$ cat config.mk
export PLATFORM = sky130hd
export DESIGN_NAME = ext_sel_stage
export DESIGN_NICKNAME = d
export VERILOG_FILES = /design/src/rtl/ext_sel_stage.sv
export SDC_FILE = /design/constraint.sdc
export NUM_CORES = 1
export LEC_CHECK = 0
export CAP_MARGIN = 40
export CORE_UTILIZATION = 46
export DETAILED_ROUTE_END_ITERATION = 16
export GPL_TIMING_DRIVEN = 1
export MAX_ROUTING_LAYER = met4
export PLACE_DENSITY_LB_ADDON = 0.25
export SETUP_SLACK_MARGIN = 0.02
export SLEW_MARGIN = 15
export SYNTH_ARGS = -nofsm -noshare
export SYNTH_HDL_FRONTEND = slang
export SYNTH_SLANG_ARGS = --single-unit
$ cat constraint.sdc
create_clock -name clk -period 4.6 [get_ports clk]
set_input_delay 0.92 -clock clk [delete_from_list [all_inputs] [get_ports clk]]
set_output_delay 0.92 -clock clk [all_outputs]
set_load 0.02 [all_outputs]
$ cat src/rtl/ext_sel_stage.sv
// Immediate-extension and operand-select stage with a two-entry elastic buffer.
// The output register and one skid entry hold up to two transactions, so in_ready
// can be a plain register and never depends combinationally on out_ready.
module ext_sel_stage #(
    parameter int DATA_W  = 32,
    parameter int IMM_W   = 16,
    parameter int NIN     = 2,
    localparam int SEL_W  = $clog2(NIN + 2)
) (
    input  logic                  clk,
    input  logic                  reset,
    input  logic                  in_valid,
    output logic                  in_ready,
    input  logic [IMM_W-1:0]      imm,
    input  logic [1:0]            ext_mode,
    input  logic [SEL_W-1:0]      sel,
    input  logic [NIN*DATA_W-1:0] data_in,
    input  logic                  flush,
    output logic                  out_valid,
    input  logic                  out_ready,
    output logic [DATA_W-1:0]     out_data,
    output logic [DATA_W-1:0]     out_ext
);

    logic [DATA_W-1:0] ext_val;
    logic [DATA_W-1:0] sel_val;

    logic              out_valid_q, out_valid_d;
    logic [DATA_W-1:0] out_data_q, out_data_d;
    logic [DATA_W-1:0] out_ext_q, out_ext_d;
    logic              skid_valid_q, skid_valid_d;
    logic [DATA_W-1:0] skid_data_q, skid_data_d;
    logic [DATA_W-1:0] skid_ext_q, skid_ext_d;
    logic              in_ready_q;

    logic accept;
    logic out_xfer;

    assign accept   = in_valid & in_ready_q;
    assign out_xfer = out_valid_q & out_ready;

    // Extend the raw immediate according to ext_mode.
    always_comb begin
        ext_val = '0;
        case (ext_mode)
            2'd0:    ext_val = DATA_W'(imm);
            2'd1:    ext_val = DATA_W'($signed(imm));
            2'd2:    ext_val = DATA_W'(imm) << (DATA_W - IMM_W);
            default: ext_val = DATA_W'($signed(imm[7:0]));
        endcase
    end

    // Pick a register operand, the extended immediate, or zero for out-of-range selects.
    always_comb begin
        sel_val = '0;
        for (int k = 0; k < NIN; k++) begin
            if (int'(sel) == k) begin
                sel_val = data_in[k*DATA_W +: DATA_W];
            end
        end
        if (int'(sel) == NIN) begin
            sel_val = ext_val;
        end
    end

    // Next-state for the output register and skid entry; flush wins over everything.
    always_comb begin
        out_valid_d  = out_valid_q;
        out_data_d   = out_data_q;
        out_ext_d    = out_ext_q;
        skid_valid_d = skid_valid_q;
        skid_data_d  = skid_data_q;
        skid_ext_d   = skid_ext_q;
        if (flush) begin
            // Payload registers keep their contents; only the valid bits drop.
            out_valid_d  = 1'b0;
            skid_valid_d = 1'b0;
        end else if (!out_valid_q || out_xfer) begin
            if (skid_valid_q) begin
                // Skid drains into the output; a new input refills the skid.
                out_valid_d  = 1'b1;
                out_data_d   = skid_data_q;
                out_ext_d    = skid_ext_q;
                skid_valid_d = accept;
                if (accept) begin
                    skid_data_d = sel_val;
                    skid_ext_d  = ext_val;
                end
            end else begin
                out_valid_d = accept;
                if (accept) begin
                    out_data_d = sel_val;
                    out_ext_d  = ext_val;
                end
            end
        end else if (accept) begin
            skid_valid_d = 1'b1;
            skid_data_d  = sel_val;
            skid_ext_d   = ext_val;
        end
    end

    // State registers; reset clears everything asynchronously.
    always_ff @(posedge clk or posedge reset) begin
        if (reset) begin
            out_valid_q  <= 1'b0;
            out_data_q   <= '0;
            out_ext_q    <= '0;
            skid_valid_q <= 1'b0;
            skid_data_q  <= '0;
            skid_ext_q   <= '0;
            in_ready_q   <= 1'b1;
        end else begin
            out_valid_q  <= out_valid_d;
            out_data_q   <= out_data_d;
            out_ext_q    <= out_ext_d;
            skid_valid_q <= skid_valid_d;
            skid_data_q  <= skid_data_d;
            skid_ext_q   <= skid_ext_d;
            in_ready_q   <= ~skid_valid_d;
        end
    end

    assign in_ready  = in_ready_q;
    assign out_valid = out_valid_q;
    assign out_data  = out_data_q;
    assign out_ext   = out_ext_q;

endmodule
==> After elaboration in Yosys (flattened, before gate mapping) <==
Cells that the tools add are included.
{ "classes": {"n_eq_ne": 5, "n_bitwise": 4, "muxes": 21, "n_reduce_logical": 8} }
{ "ops": {"columns": ["operator", "count"], "rows": [
  ["two-way mux 32 bit", 13],
  ["one-hot mux 32 bit (3 select lines)", 1],
  ["two-way mux 1 bit", 7],
  ["== test 2 bit, second input constant", 3],
  ["zero test 2 bit", 2],
  ["nonzero test 2 bit", 2],
  ["AND reduction 3 bit", 1],
  ["AND 1 bit", 2],
  ["== test 2 x 1 -> 1 bit, second input constant", 1],
  ["!= test 2 bit, second input constant", 1],
  ["NOT 1 bit", 2],
  ["AND reduction 2 bit", 1],
  ["zero test 1 bit", 1],
  ["logical OR 1 bit", 1]
]} }
{ "totals": {"output_inout_bits": 66, "reg_bits": 131, "in_bits": 89} }

==> Depth between registers and ports, before layout <==
Gate-level depths: netlist (run 1).
{ "depth": {"ltp_word": 7, "depth_mapped": 8, "mapped_depth_nobuf": 4} }

==> Least setup slack after synthesis (run 1) <==
OpenSTA, ideal clock, no wires.
{ "synth_timing": {"kind": "input -> register", "start": "input port sel[0]", "end": "register out_data_q[28], in the netlist out_data[28]", "slack_ns": 2.533, "path_stages": 6, "arrival_ns": 1.930, "setup_ns": 0.137, "path_cell_list": "buf_2 buf_4 mux2i_1 nor2_1 a311oi_1 o211ai_1"} }
{ "synth_between": {"elab_chain_cells": 6} }
{ "synth_lines": {"columns": ["element", "line_no", "source"], "rows": [
  ["start: declaration", "16", "input logic [SEL_W-1:0] sel,"],
  ["zero test 2 bit", "57", "if (int'(sel) == k) begin"],
  ["two-way mux 32 bit (2 in a row)", "57", null],
  ["two-way mux 32 bit (*)", "61", "if (int'(sel) == NIN) begin"],
  ["two-way mux 32 bit (*)", "91", "if (accept) begin"],
  ["two-way mux 32 bit (*)", "79", "if (skid_valid_q) begin"],
  ["end signal: assignment", "115", "out_data_q <= out_data_d;"],
  ["end: declaration", "29", "logic [DATA_W-1:0] out_data_q, out_data_d;"]
]} }
Every way passes the cells marked *; elsewhere a longest branch is shown, timed or not. The select of a mux whose other input is x is not followed.
A chain may end at the register's enable or synchronous reset.

==> Worst setup path in the final report (run 1) <==
{ "layout_timing": {"start": "input port ext_mode[1]", "end": "register out_data_q[28], in the netlist out_data[28]"} }
{ "layout_between": {"elab_chain_cells": 5} }
{ "layout_lines": {"columns": ["element", "line_no", "source"], "rows": [
  ["start: declaration", "15", "input logic [1:0] ext_mode,"],
  ["== test 2 bit (tied with other cells)", "45", "case (ext_mode)"],
  ["one-hot mux 32 bit (3 select lines) (*)", "45", null],
  ["two-way mux 32 bit (*)", "61", null],
  ["two-way mux 32 bit (*)", "91", null],
  ["two-way mux 32 bit (*)", "79", null]
]} }
Marked as above.

==> results of run 1 <==
[sequential cells by signal, summed over array words and instances, names as in the netlist]
name	count
in_ready	1
out_data	32
out_ext	32
out_valid	1
skid_data_q	32
skid_ext_q	32
skid_valid_q	1
[logic make-up after synthesis]
logic type	count (synthesis)	synth area share [%]
AOI/OAI and AO/OA	226	21.6
DFF	131	49.1
buffers and inverters	78	5.81
and+or+nand+nor	224	14.6
muxes	55	8.90
[power by group through the flow]
stage	sequential (mW)	combinational [mW]	clock, mW
finish	1.55	0.918	1.43
global placement	1.55	0.895	0
detailed placement	1.56	0.921	0
global route	1.58	1.00	1.50
floorplan	1.66	0.397	0
CTS	1.55	0.926	1.45
[critical path: cells and delay by family]
| family | cells | cell delay, ns |
|---|---|---|
| buffers and inverters | 1 | 0.85 |
| AO/OA/AOI/OAI | 2 | 0.34 |
| AND/OR/NAND/NOR | 2 | 1.02 |
[through the flow]
step	cells	hold slack, ns	instance area, sq um
2_1_floorplan	714	0.433	6680
3_3_place_gp	996	0.451	8220
3_5_place_dp	997	0.462	8240
4_1_cts	1029	0.477	8870
5_1_grt	1030	0.501	8880
6_report	1030	0.477	8880
[layout make-up]
| cell class | instances | area, sq um |
|---|---|---|
| clock buffers | 25 | 515 |
| clock inverters | 7 | 119 |
| fillers | 1164 | 5160 |
| inverters | 13 | 51.3 |
| multi-input cells | 505 | 3030 |
| flip-flops and latches | 131 | 3280 |
| well taps | 180 | 225 |
| repair buffers | 169 | 1670 |
[worst paths after layout]
path                                 from              to  slack [ns]  cells after the start
setup / recovery              ext_mode[1]    out_data[28]        1.79                      5
hold / removal             skid_ext_q[12]  skid_ext_q[12]        0.48                      2
hold reg to reg            skid_ext_q[12]  skid_ext_q[12]        0.48                      2
max in group asynchronous           reset    out_data[15]        2.88                      3
setup reg to reg             skid_valid_q    out_data[28]        2.18                      5
min in group asynchronous           reset  skid_ext_q[21]        0.88                      2
[synth_stat cells (8+ instances only)]
library cell	instances	area (sq um)
and2_1	16	100
o221a_2	8	90.1
dfrtp_1	130	3250
o21ai_0	37	185
buf_2	18	90.1
inv_1	12	45.0
o21a_1	18	135
nor2_1	23	86.3
nand2_1	151	567
o221ai_1	8	70.1
clkbuf_1	32	120
o211ai_1	29	218
nand3_1	22	110
mux2i_1	41	410
a21oi_1	25	125
o21ai_1	79	395
[metal layers]
layer,share of wire (%),up-vias
li1,-,2740
met1,43,2856
met2,47,263
met3,7.4,48
met4,3.0,0
met5,0,-
==> impl_metrics.tcl, run 1 <==
set metrics [dict create \
    syn-num-nets 803 \
    cts_tree "done" \
    drt_iter0_drc 506 \
    grt.overflow.total 0 \
    cp_max_fo 23 \
    hold_class "flip-flop to flip-flop" \
    postSynthCellCount 714 \
    diodes 0 \
    combPwrFrac_pct 23.5 \
    pin_count 155 \
    grt_max_degree 68 \
    syn2layout_area_growth_pct 33.1 \
    drive_gt1_share_pct 10.2 \
    die_area_sq_mm 0.0150 \
    async_reset_ff_share_pct 100 \
    final_nets 926 \
    final_cell_mix "clkdlybuf4s50_1 (153), nand2_1 (151), dfrtp_1 (130)" \
    gp_congestion 0.817 \
    synth_top_flop_cell "dfrtp_1" \
    maxCapViolations 0 \
    final_util_pct 63.3 \
    grt_busiest_layer "met2" \
    post_cts_buffers 0 \
    grt_use_met2_pct 40.5 \
    crit_chain "clkdlybuf4s50_1 > nand3b_1 > nor2_4 > a311oi_1 > o211ai_1" \
    fin_crit_sh_pct 61.0 \
    cp.arrival_ns 3.13 \
    yosysSeqAreaShare_pct 49.1 \
    dieWidth_um 122 \
    synth_enable_flop_cells 0 \
    clk_pin_slew_worst_paths_ns 0.06 \
    use_met1_pct 35.5 \
    postCtsResizedCells 0 \
    slew-limit-headroom_pct 43.7 \
    p_per_area_mw_per_mm2 439 \
    p_sw_share_pct 28.8 \
    ant_nets 0 \
    fin_ws_ns 1.79 \
    htreeDepth 4 \
    max_slew.worst_pin.slew_ns 0.842 \
    dpl.hpwl_um 12800 \
    cts.sinks 131 \
    cp.required_ns 4.93 \
    setup_viol 0 \
    cts_buffers 17 \
    synth_area_sq_mm 0.00668 \
    slowest_delay_ns 0.85 \
    io_buffers 154 \
    finClkSkew_ns 0.00704 \
    grt_pass1_wl_um 29400 \
    coreArea_sq_mm 0.0140 \
    antenna_found_initial 0 \
    insertion_delay_ns 0.43 \
    dp_slack_ns 1.38 \
    rsz0062_at_grt "no" \
    yosys_warnings 0 \
    crit_type "primary input to flip-flop" \
    finalWirelength_um 18800 \
    seqPwrFrac_pct 39.7 \
    drc 0 \
    finalCriticalPeriod_ns 2.81 \
    finalHoldViolCount 0 \
    cts_root_buf "clkbuf_16" \
    start_util_pct 47.5 \
    rows 43 \
    clkPwrFrac_pct 36.7 \
    postCtsHoldBufs 0 \
    synthDistinctLibCells 43 \
    fin_tns_setup_ns 0 \
    status "completed" \
    wl_per_cell_um 18.2 \
    firstDrtPassIters 5 \
    die_h_um 122 \
    drv_slew 0 \
    fmax_mhz 356 \
    p_total_mw 3.90 \
    grt_util_met3_pct 5.11 \
    p_int_mw 2.78 \
    p_leak_nw 3.83 \
    cts_buffer_depth 2 \
    power_switching_mw 1.12 \
    vias 5907 \
    layout_commonest_cell "clkdlybuf4s50_1" \
    crit_path_start_kind "primary input" \
    syn_area_per_cell_sq_um 9.35 \
    grt_usage_pct 27.0 \
    first_global_vias 5673 \
    cp-end-kind "flip-flop" \
    max-vdd-ir-drop_mv 0.255 \
    crit_slowest_cell "clkdlybuf4s50_1" \
    vias_per_cell 5.73 \
    synth-seq-cells 131 \
]
Note: power is estimated with default switching activity, not from simulation.
==> run 2: changes to the inputs <==
Clock period 4.6 ns to 2.33 ns, I/O delays scaled along.
==> impl_metrics.tcl, run 2 (synthesis results as in run 1) <==
set metrics [dict create \
    status "completed" \
    crit_type "flip-flop to output port" \
    die_h_um 122 \
    hold_class "flip-flop to flip-flop" \
    holdWs_ns 0.478 \
    cts_root_buf "clkbuf_16" \
    p_sw_share_pct 28.5 \
    crit_slowest_cell "clkdlybuf4s50_1" \
    pin_count 155 \
    drc 0 \
    grt_pass1_wl_um 30600 \
    layout_commonest_cell "clkdlybuf4s50_1" \
    power_switching_mw 2.19 \
    first_global_vias 5790 \
    drive_gt1_share_pct 11.4 \
    cp_max_fo 3 \
    maxCapViolations 0 \
    rows 43 \
    finalHoldViolCount 0 \
    final_util_pct 64.4 \
    vias_per_cell 5.80 \
    insertion_delay_ns 0.41 \
    postCtsHoldBufs 0 \
    die_area_sq_mm 0.0150 \
    finClkSkew_ns 0.00595 \
    fin_crit_sh_pct 87.2 \
    htreeDepth 4 \
    fin_tns_setup_ns 0 \
    coreArea_sq_mm 0.0140 \
    drv_slew 0 \
    dpl.hpwl_um 13500 \
    p_int_mw 5.50 \
    final_area_sq_mm 0.00905 \
    crit_path_start_kind "flip-flop" \
    cp-end-kind "output port" \
    fin_ws_ns 0.298 \
    cp_num_buf_inv 1 \
    dieWidth_um 122 \
    cts.sinks 131 \
    fmax_mhz 492 \
    gp_congestion 0.895 \
    drt_iter0_drc 450 \
    fin_cells 1041 \
    cts_buffers 17 \
    crit_chain "clkdlybuf4s50_1" \
    diodes 0 \
    combPwrFrac_pct 24.3 \
    finalWirelength_um 19500 \
    cp.required_ns 1.86 \
    cp.arrival_ns 1.57 \
    grt.overflow.total 0 \
    rsz0062_at_grt "no" \
    post_cts_buffers 0 \
    start_util_pct 47.5 \
    antenna_found_initial 0 \
    dp_slack_ns 0.0525 \
    fillerInstances 1095 \
    place_area_sq_mm 0.00844 \
    slew-limit-headroom_pct 66.1 \
    clkPwrFrac_pct 35.9 \
    finalCriticalPeriod_ns 2.03 \
    max_slew.worst_pin.slew_ns 0.503 \
    final_nets 940 \
    clk_pin_slew_worst_paths_ns 0.06 \
    p_total_mw 7.69 \
    grt_usage_pct 27.8 \
    syn2layout_area_growth_pct 35.5 \
    cts_tree "done" \
    io_buffers 154 \
    p_leak_nw 3.92 \
    seqPwrFrac_pct 39.9 \
    slowest_delay_ns 0.61 \
    final_cell_mix "clkdlybuf4s50_1 (153), nand2_1 (151), dfrtp_1 (130)" \
    vias 6035 \
    setup_viol 0 \
    critical-path-top-delay-family "buffers and inverters" \
    dp_cells 1012 \
    cts_buffer_depth 2 \
    firstDrtPassIters 5 \
    grt_max_degree 100 \
    p_per_area_mw_per_mm2 850 \
    max-vdd-ir-drop_mv 0.509 \
    wl_per_cell_um 18.7 \
    postCtsResizedCells 0 \
    ant_nets 0 \
]
[run 2: cell count changes in the layout (fill, tap and decap cells not counted)]
cell	change
buf_4	+8
clkinv_4	-1
or3_2	+1
buf_6	-1
clkinvlp_4	-1
buf_12	+7
inv_4	-1
or3_4	-1
[run 2: layer usage]
metal	part of all wire [%]	track usage, %	up-vias	wire (um)
li1	-	-	2774	-
met1	42	35.4	2948	8120
met2	49	43.7	268	9500
met3	6.5	4.60	45	1260
met4	2.9	12.2	0	568
met5	0	-	-	0
[run 2: area by class of cell]
cell class                 count  area (sq um)  area share [%]
inverter                      13          52.6           0.581
multi-input combinational    505          3030            33.4
sequential                   131          3280            36.2
clock inverter                 4          95.1            1.05
timing repair buffer         183          1850            20.5
tap                          180           225            2.49
clock buffer                  25           515            5.70
[run 2: path summary, 6_finish.rpt]
kind	from	cells after the start	to	slack [ns]
max	in_ready	1	in_ready	0.30
min	skid_data_q[30]	2	skid_data_q[30]	0.48
max reg2reg	in_ready	6	out_data[11]	0.66
min reg2reg	skid_data_q[30]	2	skid_data_q[30]	0.48
max in group asynchronous	reset	3	out_ext[7]	1.45
min in group asynchronous	reset	3	out_data[10]	0.51
[run 2: power by group through the flow]
| stage | Sequential [mW] | Clock (mW) | Combinational (mW) |
|---|---|---|---|
| after global placement | 3.07 | 0 | 1.82 |
| final | 3.07 | 2.76 | 1.87 |
| after floorplan | 3.28 | 0 | 0.784 |
| after CTS | 3.06 | 2.78 | 1.88 |
| after detailed placement | 3.09 | 0 | 1.87 |
| after global routing | 3.12 | 2.88 | 2.02 |
